`config.mk`:
```
export PLATFORM = sky130hd
export DESIGN_NAME = comp_div
export DESIGN_NICKNAME = d
export VERILOG_FILES = /design/src/rtl/comp_div.sv
export SDC_FILE = /design/constraint.sdc
export NUM_CORES = 1
export LEC_CHECK = 0
export BUFFER_PORTS_ARGS = -buffer_cell sky130_fd_sc_hd__buf_4
export CAP_MARGIN = 10
export CORE_ASPECT_RATIO = 1.4
export CORE_UTILIZATION = 55
export CTS_CLUSTER_SIZE = 28
export DETAILED_ROUTE_END_ITERATION = 7
export PLACE_DENSITY = 0.73
export SLEW_MARGIN = 5
export SYNTH_ARGS = -nofsm -noshare
export SYNTH_HDL_FRONTEND = slang
export SYNTH_SLANG_ARGS = --single-unit
```
`constraint.sdc`:
```
create_clock -name clk -period 11.1 [get_ports clk]
set_input_delay 1.11 -clock clk [delete_from_list [all_inputs] [get_ports clk]]
set_output_delay 1.11 -clock clk [all_outputs]
set_load 0.01 [all_outputs]
```
`src/rtl/comp_div.sv`:
```
// Sequential signed complex divider: (a_r + j*a_i) / (b_r + j*b_i) in Q(8.FRAC).
// One shared 8x8 multiplier over six cycles, then restoring division for the real and imaginary parts.
module comp_div #(
    parameter int FRAC = 8
) (
    input  logic                   clk,
    input  logic                   rst,
    input  logic signed [7:0]      a_r,
    input  logic signed [7:0]      a_i,
    input  logic signed [7:0]      b_r,
    input  logic signed [7:0]      b_i,
    input  logic                   i_en,
    output logic                   busy,
    output logic signed [8+FRAC:0] o_r,
    output logic signed [8+FRAC:0] o_i,
    output logic                   o_valid,
    output logic                   div_zero
);
    localparam int OW = 9 + FRAC;
    localparam int NW = 17 + FRAC;
    localparam int RW = 17;
    localparam int CW = $clog2(OW);

    // state | meaning
    // IDLE  | waiting for i_en, operands captured on accept
    // MUL   | six products through the shared multiplier (step 0..5)
    // DIV_R | OW-edge restoring division of |num_r|*2^FRAC by den
    // DIV_I | OW-edge restoring division of |num_i|*2^FRAC by den
    // DONE  | one cycle with o_valid high
    typedef enum logic [2:0] {IDLE, MUL, DIV_R, DIV_I, DONE} state_t;

    state_t                 state_q;
    logic [2:0]             step_q;
    logic signed [7:0]      ar_q, ai_q, br_q, bi_q;
    logic [16:0]            den_q;
    logic signed [16:0]     num_r_q, num_i_q;
    logic [RW-1:0]          rem_q;
    logic [OW-1:0]          sh_q;
    logic                   neg_q;
    logic [CW-1:0]          cnt_q;
    logic signed [OW-1:0]   qr_q;
    logic                   busy_q, o_valid_q, div_zero_q;
    logic signed [OW-1:0]   o_r_q, o_i_q;

    logic signed [7:0]      mul_x, mul_y;
    logic signed [15:0]     prod;
    logic signed [16:0]     prod_x;
    logic signed [16:0]     ld_num;
    logic [16:0]            ld_mag;
    logic [NW-1:0]          ld_n;
    logic [RW-1:0]          ld_rem;
    logic [OW-1:0]          ld_sh;
    logic [RW-1:0]          trial, rem_d;
    logic                   q_bit;
    logic [OW-1:0]          q_full;
    logic signed [OW-1:0]   q_signed;

    always_comb begin
        mul_x = br_q;
        mul_y = br_q;
        case (step_q)
            3'd1: begin mul_x = bi_q; mul_y = bi_q; end
            3'd2: begin mul_x = ar_q; mul_y = br_q; end
            3'd3: begin mul_x = ai_q; mul_y = bi_q; end
            3'd4: begin mul_x = ai_q; mul_y = br_q; end
            3'd5: begin mul_x = ar_q; mul_y = bi_q; end
            default: ;
        endcase
        prod   = mul_x * mul_y;
        prod_x = {prod[15], prod};
    end

    // Dividend preload: the top bits of |num|*2^FRAC seed the remainder, since the
    // quotient always fits in OW bits those bits are already smaller than den.
    always_comb begin
        ld_num = (state_q == MUL) ? num_r_q : num_i_q;
        ld_mag = ld_num[16] ? 17'(-ld_num) : 17'(ld_num);
        ld_n   = {ld_mag, {FRAC{1'b0}}};
        ld_rem = RW'(ld_n[NW-1:OW]);
        ld_sh  = ld_n[OW-1:0];
    end

    always_comb begin
        trial    = {rem_q[RW-2:0], sh_q[OW-1]};
        q_bit    = (trial >= den_q);
        rem_d    = q_bit ? (trial - den_q) : trial;
        q_full   = {sh_q[OW-2:0], q_bit};
        q_signed = neg_q ? $signed(-q_full) : $signed(q_full);
    end

    always_ff @(posedge clk) begin
        if (rst) begin
            state_q    <= IDLE;
            step_q     <= '0;
            ar_q       <= '0;
            ai_q       <= '0;
            br_q       <= '0;
            bi_q       <= '0;
            den_q      <= '0;
            num_r_q    <= '0;
            num_i_q    <= '0;
            rem_q      <= '0;
            sh_q       <= '0;
            neg_q      <= 1'b0;
            cnt_q      <= '0;
            qr_q       <= '0;
            busy_q     <= 1'b0;
            o_valid_q  <= 1'b0;
            div_zero_q <= 1'b0;
            o_r_q      <= '0;
            o_i_q      <= '0;
        end else begin
            o_valid_q <= 1'b0;
            case (state_q)
                IDLE: begin
                    if (i_en) begin
                        ar_q    <= a_r;
                        ai_q    <= a_i;
                        br_q    <= b_r;
                        bi_q    <= b_i;
                        step_q  <= '0;
                        busy_q  <= 1'b1;
                        state_q <= MUL;
                    end
                end
                MUL: begin
                    step_q <= step_q + 3'd1;
                    case (step_q)
                        3'd0: den_q   <= 17'(prod_x);
                        3'd1: den_q   <= den_q + 17'(prod_x);
                        3'd2: num_r_q <= prod_x;
                        3'd3: num_r_q <= num_r_q + prod_x;
                        3'd4: num_i_q <= prod_x;
                        default: begin
                            num_i_q <= num_i_q - prod_x;
                            step_q  <= '0;
                            if (den_q == 17'd0) begin
                                o_r_q      <= '0;
                                o_i_q      <= '0;
                                div_zero_q <= 1'b1;
                                o_valid_q  <= 1'b1;
                                state_q    <= DONE;
                            end else begin
                                rem_q   <= ld_rem;
                                sh_q    <= ld_sh;
                                neg_q   <= num_r_q[16];
                                cnt_q   <= CW'(OW - 1);
                                state_q <= DIV_R;
                            end
                        end
                    endcase
                end
                DIV_R: begin
                    rem_q <= rem_d;
                    sh_q  <= q_full;
                    cnt_q <= cnt_q - 1'b1;
                    if (cnt_q == '0) begin
                        qr_q    <= q_signed;
                        rem_q   <= ld_rem;
                        sh_q    <= ld_sh;
                        neg_q   <= num_i_q[16];
                        cnt_q   <= CW'(OW - 1);
                        state_q <= DIV_I;
                    end
                end
                DIV_I: begin
                    rem_q <= rem_d;
                    sh_q  <= q_full;
                    cnt_q <= cnt_q - 1'b1;
                    if (cnt_q == '0) begin
                        o_r_q      <= qr_q;
                        o_i_q      <= q_signed;
                        div_zero_q <= 1'b0;
                        o_valid_q  <= 1'b1;
                        state_q    <= DONE;
                    end
                end
                DONE: begin
                    busy_q  <= 1'b0;
                    state_q <= IDLE;
                end
                default: state_q <= IDLE;
            endcase
        end
    end

    assign busy     = busy_q;
    assign o_valid  = o_valid_q;
    assign div_zero = div_zero_q;
    assign o_r      = o_r_q;
    assign o_i      = o_i_q;
endmodule
```
# Word-level counts from Yosys, hierarchy flattened
# Cells that the tools add are included.
# Widths: inputs -> output; s select.
# word_totals
out_inout_bits	37
regBits	182
# op_classes
eq_ne	15
add_sub_neg	8
bitwise_logic	1
mul	1
reduce_logical	27
mux	50
order_cmp	1
# op_table
op	n
$mux 17	10
$pmux 17 s2	5
$mux 16	4
$pmux 17 s3	1
$pmux 16 s3	1
$neg 17->17	2
$pmux 8 s3	1
$mux 3	7
$add 17x16->17	1
$add 17x17->17	1
$ge 17x17->1	1
$logic_not 17->1	1
$sub 17x16->17	1
$mul 8x8->16	1
$sub 16x16->16	1
$mux 5	3
$pmux 5 s3	1
$reduce_and 2->1	7
$eq 3x2->1 const B	4
$pmux 3 s4	1
$reduce_and 4->1	3
$reduce_bool 2->1	6
$mux 1	10
$ne 2x2->1 const B	5
17 further kinds	25

# Depth between registers and ports, before layout
# Gate-level depths: netlist of the first run.
# depth
word_depth	7
ltp_mapped	38
mapped_depth_nobuf	34

# Worst setup path before layout of the first run
# No wires, ideal clock.
# synth_timing
path_type	register -> register
startpoint	reg step_q[0]
endpoint	reg num_i_q[16]
arrival_ps	8452
slack_ps	2588
setup_ps	60
n_path_buf	4
required_ps	11040
path_stages_with_launch	37
path_cell_list	dfxtp_1 -> inv_1 -> ha_1 -> and2_1 -> buf_2 -> a21o_1 -> clkbuf_1 -> or3_1 -> clkbuf_1 -> clkbuf_1 -> o2111ai_1 -> o21ai_1 -> or2_2 -> fa_1 -> fa_1 -> inv_1 -> fa_1 -> inv_1 -> fa_1 -> inv_1 -> ha_1 -> a21o_1 -> a21oi_1 -> nor4b_2 -> nor3b_1 -> nor2_1 -> inv_1 -> ha_1 -> or3_1 -> o21ai_0 -> a21oi_2 -> maj3_2 -> maj3_2 -> maj3_2 -> mux2i_1 -> a221oi_1 -> o221a_1
# synth_between
elab_chain_cells	6
elab_cells_between_ends	17
classes_between	1 x add/sub; 1 x mul; 5 x eq/ne; 3 x mux; 1 x bitwise; 6 x reduce/logical
# synth_lines
item	line	rtl
from (decl)	33	logic [2:0] step_q;
from (signal assigned)	127	step_q <= step_q + 3'd1;
$eq 3x2->1, or another cell as far along	61, 128	
$reduce_or 2->1 (no source line) or $reduce_or 3->1 (tied branches)	--	
$pmux 8 s3 or $mux 8 (tied branches)	61	case (step_q)
$mul 8x8->16	69	prod = mul_x * mul_y;
$sub 17x16->17	135	num_i_q <= num_i_q - prod_x;
$pmux 17 s2	128	case (step_q)
to (signal assigned)	133	3'd4: num_i_q <= prod_x;
to (signal assigned)	135	
to (decl)	36	logic signed [16:0] num_r_q, num_i_q;
# Several ways; a longest one is shown, not always the timed one.
# A chain may end at the register's enable or synchronous reset.

# Worst setup path in the final report of the first run
# layout_timing
startpoint	reg step_q[2]
endpoint	reg num_i_q[16]
# Same word-level chain as after synthesis.

==> flow_summary.toml, run 1 <==
[min_path]
hold_path.class = "register to register"
worstHoldStart = "div_zero"

[worst_setup_path]
path_class = "register to register"
cp_common_cell = "inv_1"
critPathMaxFanout = 24
crit_slowest_cell = "dfxtp_1"
r2r-start = "step_q[2]"
crit_path_end_kind = "register"
required_ps = 11490
max_stage_delay_ps = 830
startpoint_type = "register"
critPathLaunch = "step_q[2]"
worstPathArrival_ps = 9850

[route]
ant_nets = 0
drcViolationCount = 0
vias = 12600
drt_iter0_markers = 883
first_pass_iters = 5
wl_per_cell_um = 17.6
drt-total-wl_um = 37400
viasPerCell = 5.96

[clock_tree]
cts_sinks = 182
clk_path_buf_depth = 2
clkLatencyLatePin_ps = 450
cts_tree = "built"
ctsHoldBuffers = 0
cts_resized = 0
numCtsBuffers = 17
path_clk_slew_ps = 80
cts_root_buffer = "clkbuf_16"
htree_levels = 4
cts_setup_buffers = 0

[global_routing]
grt_pass1_vias = 12000
overflow = 0
grt_max_degree = 89
grt_pass1_wl_um = 59900
grt_usage_pct = 29.3
antenna_found_initial = 0

[floorplan]
die_w_um = 137
start_util_pct = 56.3
rows = 68
ioPinCount = 72
die_y_um = 190
die-area_um2 = 26000
coreArea_um2 = 24800

[logic_synthesis]
async_flop_share_pct = 0
yosys.cell_count.top_type = "nor2_1"
synth_nets = 1968
ys.flop_type = "dfxtp_1"
syn_area_um2 = 13900
netlist-cell-type-count = 77
yosysTopAreaCell = "dfxtp_1"
synth-seq-area-share_pct = 26.1
synth_top_area_share_pct = 26.1
ys_seq_elements = 182
synth_common_cells = "240 x nor2_1, 182 x dfxtp_1, 172 x nand2_1, 150 x inv_1, 144 x a21oi_1"
yosys-top-cells-area = "dfxtp_1 26%, ha_1 9.0%, fa_1 8.5%"
netlist_instances = 1774
avgSynthCellArea_um2 = 7.86
ys.warnings.count = 0
synth_edf_count = 0

[timing]
fmax_mhz = 106
relSlewSlack_pct = 22.8
post-route-min-period_ps = 9450
rsz0062_at_grt = "no"
skew_ps = 11.9
setup_viol = 0
period_share_pct = 85.2
drv_slew = 0
timing.final.ws_setup_ps = 1650
tns_ps = 0
tightest_slew_ps = 1150
hold_viol = 0

[power]
p_leak_nw = 6.32
p_per_area_nw_per_um2 = 219
power.total_mw = 3.34
irDropWorstVdd_v = 0.000164

[final_layout]
area.growth.synth_to_final_pct = 9.63
diodes = 0
nets = 1986
drive_gt1_share_pct = 9.42
fillers = 2191

[placement]
portBuffers = 71
gp_congestion = 0.900
place_hpwl_um = 28400
place_ws_ps = 1740

[outcome]
outcome = "complete, no violations"

[run]
drv_cap = 0
-- placed cells by master, fill, tap and decap left out, types with 7 or more instances in the layout --
master,instances
or2_2,16
nor4_1,11
or3_1,11
a311oi_1,7
and2_1,9
a22oi_1,56
buf_4,86
nor2_1,239
a211oi_1,49
ha_1,100
o21ai_1,10
nand3_1,30
a21o_1,19
nand2_1,172
nor2b_1,14
o21a_1,11
dfxtp_1,182
fa_1,59
o211ai_1,11
clkbuf_16,17
o21bai_1,9
o31ai_1,8
nor3_1,59
inv_1,150
and3_1,10
a21oi_1,144
a31oi_1,10
xnor2_1,61
xor2_1,24
o21ai_0,58
o2111ai_1,11
mux2i_1,41
-- worst max-delay path: cells and delay by family (launching register included) --
family	cells	cell delay (ps)
flip-flops	1	830
multiplexers	2	920
buffers and inverters	6	550
adder cells (fa/ha/maj)	9	3730
AO/OA/AOI/OAI	7	1870
AND/OR/NAND/NOR	5	1500
-- logic make-up (layout without fill, tap and decap cells) --
| kind of cell | count (synthesis) | after routing | synth area share [%] |
|---|---|---|---|
| simple gates | 606 | 606 | 19.3 |
| buf+inv | 239 | 270 | 6.48 |
| xor+xnor | 87 | 87 | 5.73 |
| mux | 44 | 44 | 3.19 |
| flops | 182 | 182 | 26.1 |
| fa+ha+maj | 164 | 164 | 17.8 |
| compound gates | 452 | 452 | 21.3 |
-- power by group --
group / internal [mW] / switching [mW] / leakage (nW)
registers: 0.702 / 0.0607 / 1.47
logic: 0.760 / 1.20 / 4.55
clock network: 0.326 / 0.292 / 0.292
total: 1.79 / 1.55 / 6.32
-- sequential cells by signal (all words and copies together) (netlist names) --
register	cells
state_q	3
div_zero	1
rem_q	16
o_i	17
den_q	17
step_q	3
busy	1
num_r_q	17
qr_q	17
ar_q	8
o_valid	1
o_r	17
sh_q	17
neg_q	1
num_i_q	17
cnt_q	5
br_q	8
ai_q	8
bi_q	8
-- layout make-up --
type / instances / area, um^2 / share of cell area [%]
clock inverters: 14 / 159 / 1.04
repair buffers: 86 / 646 / 4.22
clock buffers: 18 / 439 / 2.87
inverters: 152 / 571 / 3.73
flip-flops and latches: 182 / 3640 / 23.8
well taps: 315 / 394 / 2.58
multi-input cells: 1353 / 9430 / 61.7
-- path summary, 6_finish.rpt --
path,endpoint,slack [ps],depth (start not counted)
setup / recovery,num_i_q[16],1650,29
hold / removal,div_zero,460,2
setup reg to reg,num_i_q[16],1650,29
hold reg to reg,div_zero,460,2
-- per-stage QoR --
step                      hold WS [ps]  util [%]  area, um^2  instances
after floorplan                    436         -       13900       1774
after global placement             445      59.3       14700       2088
after detailed placement           450      59.3       14700       2088
after CTS                          460      61.7       15300       2120
after global routing               488      61.7       15300       2120
final                              458      61.7       15300       2120
-- layer usage --
layer	part of all wire, %	global-route usage [%]	up-vias
met5	0	0	-
met4	2.8	11.1	0
met3	3.4	2.84	55
met2	53	54.2	286
met1	41	34.1	6087
li1	-	-	6207
No activity file was read; power rests on OpenSTA's default activity.
==> inputs of run 2 (changes only) <==
- CORE_UTILIZATION: 55 -> 63
- PLACE_DENSITY: 0.73 -> 0.82
==> flow_summary.toml, run 2 (synthesis results as in run 1) <==
[outcome]
outcome = "complete, no violations"

[worst_setup_path]
path_class = "register to register"
cp_common_cell = "inv_1"
worstPathArrival_ps = 9800
crit_path_end_kind = "register"
max_stage_delay_ps = 820
crit_slowest_cell = "dfxtp_1"
critPathMaxFanout = 24
required_ps = 11440
startpoint_type = "register"

[final_layout]
final_common_cell = "nor2_1"
diodes = 0
design_area_um2 = 15300
layout_common_cells = "239 x nor2_1, 182 x dfxtp_1, 172 x nand2_1"
fillers = 1780
regArea_um2 = 3640
nets = 1989
area.growth.synth_to_final_pct = 9.55
fin_cells = 2105
multi_input_area_um2 = 9430
drive_gt1_share_pct = 9.51
fin_util_pct = 70.1

[global_routing]
grt_pass1_vias = 12400
overflow = 0
grt_usage_pct = 32.0
grt_pass1_wl_um = 58300
grt_max_degree = 89
antenna_found_initial = 0

[timing]
drv_slew = 0
hold_viol = 0
post-route-min-period_ps = 9460
tns_ps = 0
skew_ps = 10.5
fmax_mhz = 106
rsz0062_at_grt = "no"
period_share_pct = 85.2
timing.final.ws_setup_ps = 1640
tightest_slew_ps = 1120
hold_slack_ps = 459
setup_viol = 0
relSlewSlack_pct = 25.4

[placement]
dp_cells = 2073
place_hpwl_um = 26900
gp_congestion = 0.947
place_ws_ps = 1730
portBuffers = 71
dpl_cell_area_um2 = 14700

[clock_tree]
cts_resized = 0
numCtsBuffers = 17
ctsHoldBuffers = 0
cts_sinks = 182
htree_levels = 4
clkLatencyLatePin_ps = 450
path_clk_slew_ps = 70
clk_path_buf_depth = 2
cts_tree = "built"
cts_root_buffer = "clkbuf_16"
cts_setup_buffers = 0

[power]
p_per_area_nw_per_um2 = 221
power.total_mw = 3.37
irDropWorstVdd_v = 0.000139
p_leak_nw = 6.32

[route]
viasPerCell = 6.15
drt-total-wl_um = 36300
wl_per_cell_um = 17.3
vias = 12900
ant_nets = 0
drt_iter0_markers = 899
drcViolationCount = 0
first_pass_iters = 5

[floorplan]
start_util_pct = 64.0
die-area_um2 = 22700
rows = 64
die_y_um = 178
coreArea_um2 = 21800
die_w_um = 128
ioPinCount = 72

[min_path]
hold_path.class = "register to register"

[run]
drv_cap = 0
==> run 2: cell count changes in the layout (fill, tap and decap cells not counted), sizes merged <==
| cell | previous run | this run |
|---|---|---|
| buf | 86 | 89 |
| clkinvlp | 1 | 3 |
| inv | 160 | 159 |
| clkbuf | 18 | 20 |
| clkinv | 4 | 1 |
==> run 2: layer usage <==
| layer | vias up | GRT usage, % | part of all wire [%] | wire length [um] |
|---|---|---|---|---|
| li1 | 6207 | - | - | - |
| met1 | 6226 | 36.0 | 39 | 14300 |
| met2 | 410 | 59.8 | 53 | 19100 |
| met3 | 96 | 3.21 | 4.3 | 1570 |
| met4 | 0 | 15.3 | 3.8 | 1380 |
| met5 | - | 0 | 0 | 0 |
==> run 2: worst max-delay path, delay by kind of cell, from the launching register on <==
family,cells,cell delay [ps]
adders and majority gates,9,3700
buffers and inverters,5,310
DFF,1,820
and+or+nand+nor,9,2940
AOI/OAI and AO/OA,8,1600
==> run 2: worst paths after layout <==
check	startpoint	end	slack, ps	cells past startpoint
setup / recovery	step_q[2]	num_i_q[16]	1640	31
hold / removal	qr_q[16]	qr_q[16]	460	2
setup reg to reg	step_q[2]	num_i_q[16]	1640	31
hold reg to reg	qr_q[16]	qr_q[16]	460	2
==> run 2: power by group <==
part           leakage, nW  total (mW)  switching, mW  internal, mW
clock network        0.280       0.610          0.281         0.329
registers             1.47       0.765         0.0631         0.702
logic                 4.57        2.00           1.23         0.771
total                 6.32        3.37           1.57          1.80
==> run 2: layout make-up <==
class,instances,area share (%)
well taps,297,2.43
repair buffers,89,4.37
clock buffers,20,2.99
multi-input cells,1353,61.8
inverters,152,3.74
flip-flops and latches,182,23.9
clock inverters,12,0.852
==> inputs of run 3 (changes only) <==
- ABC_AREA: not set -> 1
==> flow_summary.toml, run 3 <==
[outcome]
outcome = "complete, no violations"

[logic_synthesis]
yosysTopAreaCell = "dfxtp_1"
netlist-cell-type-count = 50
synth_common_cells = "465 x nand2_1, 293 x inv_1, 230 x nor2_1, 228 x a21oi_1, 182 x dfxtp_1"
netlist_instances = 2129
syn_area_um2 = 14300
avgSynthCellArea_um2 = 6.72
yosys-top-cells-area = "dfxtp_1 25%, nand2_1 12%, ha_1 8.8%"
ys_seq_elements = 182
synth-seq-area-share_pct = 25.5
async_flop_share_pct = 0
yosys.cell_count.top_type = "nand2_1"
synth_edf_count = 0
synth_top_area_share_pct = 25.5
synth_nets = 2323
ys.warnings.count = 0
ys.flop_type = "dfxtp_1"

[placement]
portBuffers = 71
place_hpwl_um = 30100
gp_congestion = 0.984

[clock_tree]
clkLatencyLatePin_ps = 460
clk_path_buf_depth = 2
cts_root_buffer = "clkbuf_16"
htree_levels = 4
path_clk_slew_ps = 70
numCtsBuffers = 17
cts_sinks = 182
cts_resized = 0
cts_tree = "built"
cts_setup_buffers = 0
ctsHoldBuffers = 0

[worst_setup_path]
critPathMaxFanout = 16
startpoint_type = "register"
r2r-start = "step_q[0]"
cp_common_cell = "nand2_1"
crit_path_end_kind = "register"
crit_slowest_cell = "o21ai_0"
max_stage_delay_ps = 690
worstPathArrival_ps = 8690
r2r_end = "num_r_q[16]"
reg2regPathDepth = 35
required_ps = 11450
regToRegSetupSlack_ps = 2760
path_class = "register to register"

[route]
drt_iter0_markers = 1191
drt-total-wl_um = 39500
viasPerCell = 5.73
drcViolationCount = 0
first_pass_iters = 5
wl_per_cell_um = 16.0
ant_nets = 0
vias = 14100

[min_path]
worst_hold_path.num_cells = 2
min_to = "o_i[6]"
worstHoldStart = "o_i[6]"
hold_path.class = "register to register"

[floorplan]
die-area_um2 = 23300
die_w_um = 129
rows = 64
ioPinCount = 72
die_y_um = 180
start_util_pct = 64.9
coreArea_um2 = 22000

[timing]
post-route-min-period_ps = 8340
tightest_slew_ps = 940
period_share_pct = 75.1
setup_viol = 0
skew_ps = 14.8
hold_viol = 0
rsz0062_at_grt = "no"
tns_ps = 0
fmax_mhz = 120
drv_slew = 0
relSlewSlack_pct = 37.3

[final_layout]
fillers = 1965
nets = 2353
diodes = 0
drive_gt1_share_pct = 7.23
regArea_um2 = 3640
layout_common_cells = "465 x nand2_1, 293 x inv_1, 230 x nor2_1"
area.growth.synth_to_final_pct = 8.88
final_common_cell = "nand2_1"
multi_input_area_um2 = 9200

[global_routing]
grt_pass1_wl_um = 64600
antenna_found_initial = 0
grt_max_degree = 85
overflow = 0
grt_pass1_vias = 13500
grt_usage_pct = 34.8

[run]
drv_cap = 0
==> run 3: cell types whose count changed in the layout (fill, tap and decap cells not counted), moves of 41 or more <==
cell / delta
mux2i_1: -41
nor3_1: -47
a22oi_1: -41
o21ai_0: +95
nand2_1: +293
nand3_1: +68
a21oi_1: +84
a211oi_1: -47
inv_1: +143
==> run 3: cell families (layout without fill, tap and decap cells) <==
kind of cell    Yosys count  count (layout)  synth area share [%]
simple gates            868             868                  25.3
buf+inv                 378             420                  10.2
flops                   182             182                  25.5
xor+xnor                 54              54                  3.31
fa+ha+maj               159             159                  17.0
compound gates          488             488                  18.7
==> run 3: critical path: cells and delay by family, from the launching register on <==
kind,cells,cell delay [ps]
fa+ha+maj,7,3030
xor+xnor,1,390
flops,1,370
buf+inv,7,720
compound gates,4,1360
simple gates,16,2340
==> run 3: layout make-up <==
type                    count  share of cell area, %
clock buffers              19                   2.84
clock inverters            12                  0.884
inverters                 307                   7.42
multi-input cells        1569                   59.1
flip-flops and latches    182                   23.4
well taps                 297                   2.39
repair buffers             82                   3.95
==> run 3: stage by stage <==
stage,instance area (um^2),setup slack [ps],hold slack (ps),util (%),instances
2_1_floorplan,14300,4490,436,-,2129
3_3_place_gp,15000,3090,450,68.1,2437
5_1_grt,15600,2170,477,70.7,2468
3_5_place_dp,15000,2910,454,68.1,2437
6_report,15600,2760,463,70.7,2468
4_1_cts,15600,2900,465,70.7,2468
==> run 3: worst max path at each step <==
stage               slack (ps)          end      start
floorplan                 4490  num_r_q[16]  step_q[0]
global placement          3090  num_r_q[16]  step_q[0]
detailed placement        2910  num_i_q[16]  step_q[0]
CTS                       2900  num_i_q[16]  step_q[0]
global route              2170  num_r_q[16]  step_q[0]
finish                    2760  num_r_q[16]  step_q[0]
==> run 3: routing by layer <==
layer  part of all wire, %  vias up  global-route usage, %
met3                   5.7      116                   4.04
met5                     0        -                      0
met4                   4.2        0                   16.5
met2                    51      471                   61.8
li1                      -     6980                      -
met1                    40     6581                   41.1
Power of run 3 is not shown: default switching activity piles up to over one toggle a cycle in this logic, so the estimate is an artifact.
